**config.mk**
```make
export PLATFORM = sky130hd
export DESIGN_NAME = sram_port_arbiter
export DESIGN_NICKNAME = d
export VERILOG_FILES = /design/src/rtl/sram_arb_pkg.sv /design/src/rtl/rr_arb2.sv /design/src/rtl/sram_port_arbiter.sv
export SDC_FILE = /design/constraint.sdc
export NUM_CORES = 1
export LEC_CHECK = 0
export ABC_AREA = 0
export ABC_CLOCK_PERIOD_IN_PS = 3400
export CAP_MARGIN = 30
export CELL_PAD_IN_SITES_DETAIL_PLACEMENT = 0
export CELL_PAD_IN_SITES_GLOBAL_PLACEMENT = 1
export CORE_UTILIZATION = 23
export DETAILED_ROUTE_END_ITERATION = 7
export PLACE_DENSITY = 0.9
export SLEW_MARGIN = 20
export SYNTH_ARGS = -nofsm -noshare
export SYNTH_HDL_FRONTEND = slang
export SYNTH_HIERARCHICAL = 1
export SYNTH_SLANG_ARGS = --single-unit
```
**constraint.sdc**
```tcl
create_clock -name clock -period 3.4 [get_ports clock]
set_clock_uncertainty 0.2 [all_clocks]
set_input_delay 0.85 -clock clock [delete_from_list [all_inputs] [get_ports clock]]
set_output_delay 0.85 -clock clock [all_outputs]
set_load 0.01 [all_outputs]
```
**src/rtl/sram_arb_pkg.sv**
```systemverilog
// Shared sizing and types for the dual-port SRAM arbiter.
package sram_arb_pkg;

    localparam int ADDR_W_DEF = 7;
    localparam int DATA_W_DEF = 32;
    localparam int CNT_W      = 16;

    // Identity of one of the two requesters; also used as round-robin pointer.
    typedef enum logic {
        REQ0 = 1'b0,
        REQ1 = 1'b1
    } req_id_t;

endpackage

```
**src/rtl/rr_arb2.sv**
```systemverilog
// Two-way round-robin arbiter: combinational grant, registered priority pointer.
module rr_arb2
    import sram_arb_pkg::*;
(
    input  logic       clock,
    input  logic       reset,
    input  logic [1:0] req,
    output logic [1:0] gnt,
    output logic       contend
);

    req_id_t ptr_q;
    req_id_t ptr_d;

    // Grant from request and pointer; pointer passes to the loser after any grant.
    always_comb begin
        gnt     = 2'b00;
        contend = 1'b0;
        ptr_d   = ptr_q;
        if (!reset) begin
            case (req)
                2'b01:   gnt = 2'b01;
                2'b10:   gnt = 2'b10;
                2'b11: begin
                    contend = 1'b1;
                    gnt     = (ptr_q == REQ1) ? 2'b10 : 2'b01;
                end
                default: gnt = 2'b00;
            endcase
            if (gnt[0]) begin
                ptr_d = REQ1;
            end else if (gnt[1]) begin
                ptr_d = REQ0;
            end
        end
    end

    // Pointer register, requester 0 holds priority out of reset.
    always_ff @(posedge clock) begin
        if (reset) begin
            ptr_q <= REQ0;
        end else begin
            ptr_q <= ptr_d;
        end
    end

endmodule

```
**src/rtl/sram_port_arbiter.sv**
```systemverilog
// Arbitrates two requesters onto one SRAM_1R1W; read/write ports are independent.
module sram_port_arbiter
    import sram_arb_pkg::*;
#(
    parameter int ADDR_W = ADDR_W_DEF,
    parameter int DATA_W = DATA_W_DEF
) (
    input  logic              clock,
    input  logic              reset,
    input  logic [1:0]        rd_req,
    input  logic [ADDR_W-1:0] rd_addr0,
    input  logic [ADDR_W-1:0] rd_addr1,
    output logic [1:0]        rd_gnt,
    output logic [1:0]        rd_valid,
    output logic [DATA_W-1:0] rd_data,
    input  logic [1:0]        wr_req,
    input  logic [ADDR_W-1:0] wr_addr0,
    input  logic [ADDR_W-1:0] wr_addr1,
    input  logic [DATA_W-1:0] wr_data0,
    input  logic [DATA_W-1:0] wr_data1,
    output logic [1:0]        wr_gnt,
    output logic [ADDR_W-1:0] rdAddress,
    output logic [ADDR_W-1:0] wrAddress,
    output logic              WE,
    output logic [DATA_W-1:0] writebus,
    input  logic [DATA_W-1:0] readbus,
    output logic [CNT_W-1:0]  conflict_count
);

    logic rd_contend;
    logic wr_contend;

    logic [1:0]        rd_valid_q,  rd_valid_d;
    logic              byp_hit_q,   byp_hit_d;
    logic [DATA_W-1:0] byp_data_q,  byp_data_d;
    logic [CNT_W-1:0]  cnt_q,       cnt_d;
    logic [CNT_W:0]    cnt_sum;

    rr_arb2 u_rd_arb (
        .clock   (clock),
        .reset   (reset),
        .req     (rd_req),
        .gnt     (rd_gnt),
        .contend (rd_contend)
    );

    rr_arb2 u_wr_arb (
        .clock   (clock),
        .reset   (reset),
        .req     (wr_req),
        .gnt     (wr_gnt),
        .contend (wr_contend)
    );

    // Steer the granted requester onto the SRAM buses; idle buses are driven to zero.
    always_comb begin
        rdAddress = '0;
        wrAddress = '0;
        writebus  = '0;
        WE        = 1'b0;
        if (rd_gnt[0]) begin
            rdAddress = rd_addr0;
        end else if (rd_gnt[1]) begin
            rdAddress = rd_addr1;
        end
        if (wr_gnt[0]) begin
            WE        = 1'b1;
            wrAddress = wr_addr0;
            writebus  = wr_data0;
        end else if (wr_gnt[1]) begin
            WE        = 1'b1;
            wrAddress = wr_addr1;
            writebus  = wr_data1;
        end
    end

    // Next-state for read return, write-to-read bypass and the saturating conflict counter.
    always_comb begin
        rd_valid_d = rd_gnt;
        // SRAM returns the pre-write word on a same-address collision, so capture the write data.
        byp_hit_d  = (|rd_gnt) && WE && (rdAddress == wrAddress);
        byp_data_d = writebus;
        cnt_sum    = {1'b0, cnt_q} + {{CNT_W{1'b0}}, rd_contend} + {{CNT_W{1'b0}}, wr_contend};
        cnt_d      = cnt_sum[CNT_W] ? {CNT_W{1'b1}} : cnt_sum[CNT_W-1:0];
    end

    // State registers with synchronous reset.
    always_ff @(posedge clock) begin
        if (reset) begin
            rd_valid_q <= 2'b00;
            byp_hit_q  <= 1'b0;
            byp_data_q <= '0;
            cnt_q      <= '0;
        end else begin
            rd_valid_q <= rd_valid_d;
            byp_hit_q  <= byp_hit_d;
            byp_data_q <= byp_data_d;
            cnt_q      <= cnt_d;
        end
    end

    // A grant followed by reset never produces a visible rd_valid.
    always_comb begin
        rd_valid = reset ? 2'b00 : rd_valid_q;
        rd_data  = '0;
        if (|rd_valid) begin
            rd_data = byp_hit_q ? byp_data_q : readbus;
        end
    end

    assign conflict_count = cnt_q;

endmodule

```
# Word level (Yosys, flattened, before mapping)
# Cells that the tools add are included.
# W data, S select, Z words.
[totals]
register_bits = 53
in_bits = 130
output_inout_bits = 101
word_cells = 49
[classes]
addsub = 2
n_eq_ne = 7
mux = 28
n_reduce_logical = 6
[op_table]
columns = ["cell", "n"]
rows = [
  ["$mux W32", 4],
  ["$mux W7", 4],
  ["$add A16 B1 Y17", 1],
  ["$add A17 B1 Y17", 1],
  ["$mux W16", 1],
  ["$mux W2", 7],
  ["$pmux W2 S3", 2],
  ["$mux W1", 10],
  ["$eq A2 B2 Y1 const B", 4],
  ["$eq A7 B7 Y1", 1],
  ["$eq A2 B1 Y1 const B", 2],
  ["$reduce_bool A2 Y1", 2],
  ["$reduce_or A2 Y1", 2],
  ["$logic_and A1 B1 Y1", 2],
]

# Logic depth before layout (Yosys ltp)
# Gate-level depths: netlist of the first run.
[depth]
word_depth = 8
depth_mapped = 11
mapped_depth_nobuf = 10

# Hierarchy
# Netlist of the first run, hierarchy kept.
[by_module_without_submodules]
columns = ["mod", "n_inst", "cells_per_inst", "area_per_inst_um2", "seq_area_each_um2"]
rows = [
  ["sram_port_arbiter", 1, 339, 2944.1, 1021.0],
  ["rr_arb2", 2, 9, 66.3, 20.0],
]

# Worst setup path before layout of the first run
# OpenSTA, ideal clock, no wires.
[synth_timing]
path_kind = "in2out"
from = "input wr_req[0]"
to = "output writebus[10]"
arrival_time_ps = 2245
required_time_ps = 2350
setup_slack_ps = 105
stages = 7
n_path_buf = 3
path_cell_list = "nor2b_1 nor3_1 clkbuf_1 nor2b_1 clkbuf_1 buf_2 a22o_1"
[synth_between]
elab_chain_cells = 6
word_cells_on_any_way = 8
classes_between = "eq/ne (3); mux (5)"
[synth_lines]
columns = ["item", "line", "source"]
rows = [
  ["start: declaration", "sram_port_arbiter.sv:16", "input logic [1:0] wr_req,"],
  ["$eq A2 B2 Y1 or $eq A2 B1 Y1 (tied branches)", "rr_arb2.sv:21", "case (req)"],
  ["$pmux W2 S3 (*)", "rr_arb2.sv:21", ""],
  ["$mux W2 (*) (2 in a row)", "rr_arb2.sv:20", "if (!reset) begin"],
  ["via wr_gnt[1]", "sram_port_arbiter.sv:21", "output logic [1:0] wr_gnt,"],
  ["$mux W32 (*)", "sram_port_arbiter.sv:70", "end else if (wr_gnt[1]) begin"],
  ["$mux W32 (*)", "sram_port_arbiter.sv:66", "if (wr_gnt[0]) begin"],
  ["end: declaration", "sram_port_arbiter.sv:25", "output logic [DATA_W-1:0] writebus,"],
]
# Mark *: on every way through the listed nets, which the timed path passes. The rest lies on a longest branch. The select of a mux whose other input is x is not followed.

# Worst setup path after layout of the first run
[layout_timing]
from = "input wr_req[1]"
to = "output writebus[5]"
[layout_between]
elab_chain_cells = 6
word_cells_on_any_way = 8
classes_between = "eq/ne (3); mux (5)"
[layout_lines]
columns = ["item", "line"]
rows = [
  ["$eq A2 B2 Y1 or $eq A2 B1 Y1 (tied branches)", "rr_arb2.sv:21"],
  ["$pmux W2 S3 (*)", "rr_arb2.sv:21"],
  ["$mux W2 (*) (2 in a row)", "rr_arb2.sv:20"],
  ["$mux W32", "sram_port_arbiter.sv:70"],
  ["$mux W32 (*)", "sram_port_arbiter.sv:66"],
]
# Mark *: on every way between the ends. The rest lies on a longest branch, timed or not. The select of a mux whose other input is x is not followed.

==> impl_metrics.csv, run 1 <==
group,metric,value,unit
run_status,status,"completed",
sta,maxSlewHeadroom,62.8,%
setup_path,crit_path_max_fanout,8,
min_path,hold_end,"conflict_count[10]",
layout,layout.cells.most_common_list,"sky130_fd_sc_hd__clkdlybuf4s50_1 (173), sky130_fd_sc_hd__buf_4 (81), sky130_fd_sc_hd__dfxtp_1 (52)",
global_routing,globalRouteOverflowTotal,0,
floorplanning,std_cell_rows,41,
floorplanning,die_y,118,microns
layout,mostFrequentLayoutCell,"sky130_fd_sc_hd__clkdlybuf4s50_1",
layout,multi_input_area,1940,sq um
drt,drt-total-wl,13000,microns
synthesis,syn_inst,357,
clocking,cts.htree.levels,2,
floorplanning,die_width,118,microns
flow_run,max-cap-violations,0,
setup_path,cell_repeated_most_along_the_worst_path,"sky130_fd_sc_hd__buf_12",
pwr,clkPwrFrac,29.9,%
drt,route.detailed.drc,0,
clocking,clock_sinks,53,
synthesis,ys_dominant_reg_cell,"sky130_fd_sc_hd__dfxtp_1",
synthesis,ys_types,39,
placed_design,port-buffer-count,230,
setup_path,timing.rr.start,"conflict_count[0]",
drt,first_pass_iters,4,
setup_path,worst-setup-path-type,"primary input to output pin",
min_path,hold_depth,2,
global_routing,grt_pass1_vias,3850,
sta,fin_worst_hold_slack,411,ps
sta,finalCriticalPeriod,3320,ps
setup_path,crit_path_max_incr_delay,300,ps
synthesis,synth.avg_cell_area,8.62,sq um
floorplanning,die_area,13800,sq um
drt,wl_per_cell,15.5,microns
setup_path,worst_r2r_path_depth,9,
placed_design,detailedPlacementHpwl,9300,microns
global_routing,global_route.usage.total,18.4,%
setup_path,cp_data_arrival_time,2270,ps
layout,drive_above_1_share,24.7,%
sta,worstMarginPinSlew,557,ps
setup_path,endpoint_type_of_the_worst_setup_path,"output pin",
synthesis,netlist_area,3080,sq um
drt,final_antenna_net_count,0,
sta,fin_tns_setup,0,ps
setup_path,crit_family,"buffers and inverters",
pwr,power.ir.vdd_worst,0.177,mV
sta,grt_setup_unrepaired,"no",
floorplanning,floorplan.io_pins,231,
pwr,power_switching_share,25.8,%
pwr,p_sw,431,uW
pwr,power.combinational.fraction,31.1,%
sta,setup_viol,0,
clocking,ctsRootBufferMaster,"sky130_fd_sc_hd__clkbuf_16",
pwr,seq_power_share,39.0,%
min_path,worst_hold_startpoint,"conflict_count[10]",
pwr,post-layout-total-power,1670,uW
setup_path,worst_endpoint_required_time,2350,ps
sta,final-max-slew-violation-count,0,
setup_path,critical_path.startpoint_type,"primary input",
layout,insertedDiodeCount,0,
global_routing,grt_max_degree,33,
min_path,class_of_the_worst_hold_path,"register to register",
setup_path,critical_path_buffers_and_inverters,6,
synthesis,mappedNetlistNets,489,
setup_path,worst_r2r_endpoint,"conflict_count[14]",
drt,dr_total_vias,3798,
floorplanning,placeableCoreArea,12800,sq um
clocking,clock_tree_from_tritoncts,"built",
global_routing,antenna_found_initial,0,
drt,avgViaCountPerCell,4.52,
placed_design,globalplace.congestion,0.904,
layout,area_delta_synth_final,109,%
setup_path,flop2flop_setup_slack,1060,ps
synthesis,synth-warning-count,6,
setup_path,crit_path_cell_trace,"clkdlybuf4s15_1, buf_6, a21oi_4, buf_12, nor2b_4, buf_4, buf_12, a22o_1, dlygate4sd2_1",
pwr,power.static_leakage,0.00275,uW
sta,final-hold-violation-count,0,
layout,fill_cells,1169,
layout,ff_latch_area,1060,sq um
synthesis,synth-seq-area-share,34.5,%
clocking,postCtsHoldBufs,0,
pwr,internal-power,1240,uW
synthesis,synth-edff-count,0,
global_routing,grt_first_pass_wirelength,20400,microns
synthesis,postSynth.asyncResetShare,0,%
layout,final_core_util,50.2,%
clocking,cts_buffers,5,
setup_path,worstSetupStartpoint,"wr_req[1]",
setup_path,timing.critical_path.slowest_stage_cell,"sky130_fd_sc_hd__dlygate4sd2_1",
sta,period_share,97.8,%
synthesis,synth.ff_latch_count,53,
layout,num-nets-final,799,
drt,number_of_design_rule_violations_left_by_the_first_detailed_router_iteration,128,
sta,max_freq,0.301,GHz
floorplanning,initial_standard_cell_utilization_of_the_core,24.0,%
clocking,clkSlewWorstSetupHoldPaths,70,ps
clocking,cts.path.max_buffers,2,
clocking,clock_latency_at_the_later_pin_of_the_worst_skew_pair,290,ps
pwr,power.density,260,nW/um^2
sequential cells by signal, summed over array words and instances, names as in the netlist:
signal          flops
byp_data_q         32
byp_hit_q           1
conflict_count     16
rd_valid_q          2
u_rd_arb/ptr_q      1
u_wr_arb/ptr_q      1
Yosys cell counts, types with 3 or more instances:
master,count,area (sq um)
sky130_fd_sc_hd__nand4_1,8,50.1
sky130_fd_sc_hd__buf_2,8,40.0
sky130_fd_sc_hd__a21oi_1,5,25.0
sky130_fd_sc_hd__a22o_1,37,324
sky130_fd_sc_hd__nand3_1,4,20.0
sky130_fd_sc_hd__and2_1,34,213
sky130_fd_sc_hd__buf_1,3,11.3
sky130_fd_sc_hd__or2_2,3,18.8
sky130_fd_sc_hd__clkbuf_1,13,48.8
sky130_fd_sc_hd__nor2b_1,9,56.3
sky130_fd_sc_hd__nor2_1,37,139
sky130_fd_sc_hd__inv_1,11,41.3
sky130_fd_sc_hd__dfxtp_1,53,1060
sky130_fd_sc_hd__a21oi_2,10,87.6
sky130_fd_sc_hd__nand3b_1,13,97.6
sky130_fd_sc_hd__o211ai_1,3,22.5
sky130_fd_sc_hd__nand2_1,27,101
sky130_fd_sc_hd__xnor2_1,9,78.8
sky130_fd_sc_hd__mux2i_1,32,320
sky130_fd_sc_hd__nor3_1,6,30.0
sky130_fd_sc_hd__a211oi_1,4,30.0
worst min-delay path: stages, from the launching register on:
cell and delay, ps:
sky130_fd_sc_hd__dfxtp_1 370, sky130_fd_sc_hd__xnor2_1 150, sky130_fd_sc_hd__a21oi_2 50
power by group through the flow:
stage | Combinational, uW | Clock [uW] | Sequential, uW
3_3_place_gp | 487 | 0 | 663
4_1_cts | 522 | 520 | 650
3_5_place_dp | 494 | 0 | 664
2_1_floorplan | 157 | 0 | 662
5_1_grt | 554 | 548 | 652
6_report | 519 | 500 | 651
kinds of logic after synthesis:
kind of cell | share of synthesized area (%)
simple gates | 27.6
buf+inv | 4.96
flops | 34.5
compound gates | 18.3
mux | 10.4
fa+ha+maj | 1.06
xor+xnor | 3.13
worst max-delay path by stage:
| stage | slack, ps | to | depth (start not counted) |
|---|---|---|---|
| after floorplan | 110 | writebus[10] | 7 |
| after global placement | -490 | writebus[2] | 7 |
| after detailed placement | -620 | writebus[5] | 7 |
| after CTS | 7 | writebus[16] | 10 |
| after global routing | 0.07 | wrAddress[2] | 9 |
| final | 80 | writebus[5] | 9 |
per-stage QoR:
step	instances	worst slack, ps	cell area (sq um)
CTS	840	6.52	6450
floorplan	357	105	3080
finish	840	75.3	6430
global route	840	0.0746	6430
detailed placement	802	-620	6060
global placement	802	-490	6060
repair_timing:
action,4_1_cts,5_1_grt
setup endpoints to repair,83,45
setup buffers,26,0
resized for setup,171,8
cloned,4,0
pin swaps,16,3
cell type report:
| type | instances | area share (%) |
|---|---|---|
| repair buffers | 328 | 47.2 |
| multi-input cells | 268 | 30.1 |
| flip-flops and latches | 53 | 16.5 |
| well taps | 172 | 3.35 |
| clock buffers | 5 | 1.95 |
| inverters | 11 | 0.642 |
| clock inverters | 3 | 0.272 |
metal layers:
metal,track usage [%],part of all wire (%),vias up
met3,3.34,5.7,10
met2,33.9,51,152
met5,0,0,-
li1,-,-,1875
met4,4.17,1.4,0
met1,22.0,42,1761
No activity file was read; power rests on OpenSTA's default activity.
==> inputs of run 2 (changes only) <==
--- a/config.mk
+++ b/config.mk
@@ -6,13 +6,13 @@
 export NUM_CORES = 1
 export LEC_CHECK = 0
 export ABC_AREA = 0
-export ABC_CLOCK_PERIOD_IN_PS = 3400
+export ABC_CLOCK_PERIOD_IN_PS = 3050
 export CAP_MARGIN = 30
 export CELL_PAD_IN_SITES_DETAIL_PLACEMENT = 0
 export CELL_PAD_IN_SITES_GLOBAL_PLACEMENT = 1
-export CORE_UTILIZATION = 23
+export CORE_UTILIZATION = 21
 export DETAILED_ROUTE_END_ITERATION = 7
-export PLACE_DENSITY = 0.9
+export PLACE_DENSITY = 0.87
 export SLEW_MARGIN = 20
 export SYNTH_ARGS = -nofsm -noshare
 export SYNTH_HDL_FRONTEND = slang
==> constraint.sdc (replaced) <==
create_clock -name clock -period 3.05 [get_ports clock]
set_clock_uncertainty 0.2 [all_clocks]
set_input_delay 0.7625 -clock clock [delete_from_list [all_inputs] [get_ports clock]]
set_output_delay 0.7625 -clock clock [all_outputs]
set_load 0.01 [all_outputs]
==> run 2 against run 1 <==
Effect of this change: via count rose by 3.2%; cell count is 1.4% higher; non-clock buffer count up 4; combinational power up 13%; global-route usage is 0.86 points lower; clock power increased by 32%; total power is 18% higher; count of clock-buffer cells in the layout unchanged; critical endpoint is now writebus[0].
==> impl_metrics.csv, run 2 (same netlist as run 1, synthesis figures left out) <==
group,metric,value,unit
floorplanning,placeableCoreArea,14100,sq um
drt,first_pass_iters,4,
layout,mostFrequentLayoutCell,"sky130_fd_sc_hd__clkdlybuf4s50_1",
layout,insertedDiodeCount,0,
floorplanning,initial_standard_cell_utilization_of_the_core,21.8,%
flow_run,max-cap-violations,0,
setup_path,critical_path_buffers_and_inverters,4,
clocking,ctsRootBufferMaster,"sky130_fd_sc_hd__clkbuf_16",
global_routing,grt_max_degree,33,
global_routing,antenna_found_initial,0,
sta,final-hold-violation-count,0,
sta,worstMarginPinSlew,466,ps
layout,num-nets-final,803,
drt,number_of_design_rule_violations_left_by_the_first_detailed_router_iteration,121,
setup_path,crit_path_max_fanout,5,
layout,drive_above_1_share,28.1,%
pwr,power.density,302,nW/um^2
layout,layout.cells.most_common_list,"sky130_fd_sc_hd__clkdlybuf4s50_1 (144), sky130_fd_sc_hd__buf_4 (78), sky130_fd_sc_hd__dfxtp_1 (52)",
floorplanning,std_cell_rows,43,
drt,avgViaCountPerCell,4.60,
setup_path,cp_data_arrival_time,2020,ps
min_path,class_of_the_worst_hold_path,"register to register",
global_routing,global_route.usage.total,17.6,%
clocking,cts.path.max_buffers,2,
floorplanning,die_width,123,microns
setup_path,endpoint_type_of_the_worst_setup_path,"output pin",
run_status,status,"completed",
clocking,clock_latency_at_the_later_pin_of_the_worst_skew_pair,300,ps
global_routing,globalRouteOverflowTotal,0,
floorplanning,die_area,15100,sq um
global_routing,grt_first_pass_wirelength,20200,microns
placed_design,globalplace.congestion,0.822,
placed_design,detailedPlacementHpwl,9640,microns
clocking,cts.htree.levels,2,
sta,period_share,97.6,%
drt,final_antenna_net_count,0,
floorplanning,floorplan.io_pins,231,
sta,fin_worst_hold_slack,395,ps
sta,finalCriticalPeriod,2980,ps
drt,route.detailed.drc,0,
pwr,power.ir.vdd_worst,0.202,mV
global_routing,grt_pass1_vias,3940,
drt,wl_per_cell,15.9,microns
setup_path,crit_family,"buffers and inverters",
sta,max_freq,0.336,GHz
layout,final_core_util,46.4,%
pwr,post-layout-total-power,1970,uW
layout,largest_register_ffs,32,
clocking,clock_sinks,53,
sta,fin_tns_setup,0,ps
sta,maxSlewHeadroom,68.9,%
sta,grt_setup_unrepaired,"no",
sta,setup_viol,0,
clocking,clock_tree_from_tritoncts,"built",
drt,dr_total_vias,3920,
pwr,power.static_leakage,0.00290,uW
sta,final-max-slew-violation-count,0,
layout,top_register,"byp_data_q",
setup_path,crit_path_max_incr_delay,220,ps
setup_path,worst-setup-path-type,"primary input to output pin",
setup_path,crit_path_cell_trace,"buf_6, nand2b_4, a21oi_4, nor2b_4, buf_4, buf_4, a22o_4, clkdlybuf4s15_2",
clocking,clkSlewWorstSetupHoldPaths,70,ps
drt,drt-total-wl,13600,microns
setup_path,timing.critical_path.slowest_stage_cell,"sky130_fd_sc_hd__a22o_4",
floorplanning,die_y,123,microns
placed_design,port-buffer-count,230,
layout,area_delta_synth_final,112,%
clocking,postCtsHoldBufs,0,
setup_path,cell_repeated_most_along_the_worst_path,"sky130_fd_sc_hd__buf_4",
layout,layout.cell_area.non_filler,6540,sq um
setup_path,worst_endpoint_required_time,2090,ps
setup_path,critical_path.startpoint_type,"primary input",
placed_design,dpl_cell_area,6140,sq um
clocking,cts_buffers,5,
==> run 2: cell types whose count changed in the layout (fill, tap and decap cells not counted), moves of 2 or more <==
cell                              change
sky130_fd_sc_hd__buf_6               +10
sky130_fd_sc_hd__buf_2                +4
sky130_fd_sc_hd__clkdlybuf4s15_2      +4
sky130_fd_sc_hd__buf_4                -3
sky130_fd_sc_hd__dlygate4sd2_1       +14
sky130_fd_sc_hd__clkinv_2             -2
sky130_fd_sc_hd__clkdlybuf4s50_1     -29
sky130_fd_sc_hd__clkbuf_2             +3
==> run 2: layout make-up <==
cell class	count	area, sq um
clock buffers	5	125
clock inverters	3	46.3
fillers	1370	7560
inverters	11	41.3
multi-input cells	268	1960
flip-flops and latches	53	1060
well taps	180	225
repair buffers	332	3080
==> run 2: metal layers <==
layer / global-route usage [%] / part of all wire (%)
met4: 4.44 / 1.4
met3: 3.18 / 6.9
met2: 34.4 / 51
met5: 0 / 0
met1: 19.2 / 40
==> run 2: final timing paths <==
| path | startpoint | end | slack [ps] | depth (start not counted) |
|---|---|---|---|---|
| max | reset | writebus[0] | 70 | 8 |
| min | conflict_count[14] | conflict_count[14] | 400 | 2 |
| max reg2reg | conflict_count[0] | conflict_count[14] | 760 | 9 |
| min reg2reg | conflict_count[14] | conflict_count[14] | 400 | 2 |
==> run 2: per-stage QoR <==
step           worst slack [ps]  instances
6_report                   71.9        852
2_1_floorplan              40.5        357
5_1_grt                    13.0        852
3_3_place_gp               -607        815
4_1_cts                   -47.0        853
3_5_place_dp               -717        815
==> run 2: where the power goes <==
part,switching [uW],internal [uW],leakage (uW)
combinational,218,370,0.00239
clock,270,389,0.0000800
sequential,12.1,715,0.000432
total,501,1470,0.00290
==> run 2: worst register-to-register path: stages (launching register included) <==
cell and delay [ps]:
sky130_fd_sc_hd__dfxtp_1 360, sky130_fd_sc_hd__inv_1 70, sky130_fd_sc_hd__fa_2 390, sky130_fd_sc_hd__inv_1 90, sky130_fd_sc_hd__ha_2 200, sky130_fd_sc_hd__nand3_2 110, sky130_fd_sc_hd__nor4_4 320, sky130_fd_sc_hd__buf_4 170
sky130_fd_sc_hd__a31oi_1 80, sky130_fd_sc_hd__a211oi_1 210
==> run 2: what timing repair did <==
action,in CTS,in global routing
setup buffers,25,2
gates resized for setup,240,24
pin swaps,11,6
endpoints found under the setup margin,101,54
gates cloned,7,0
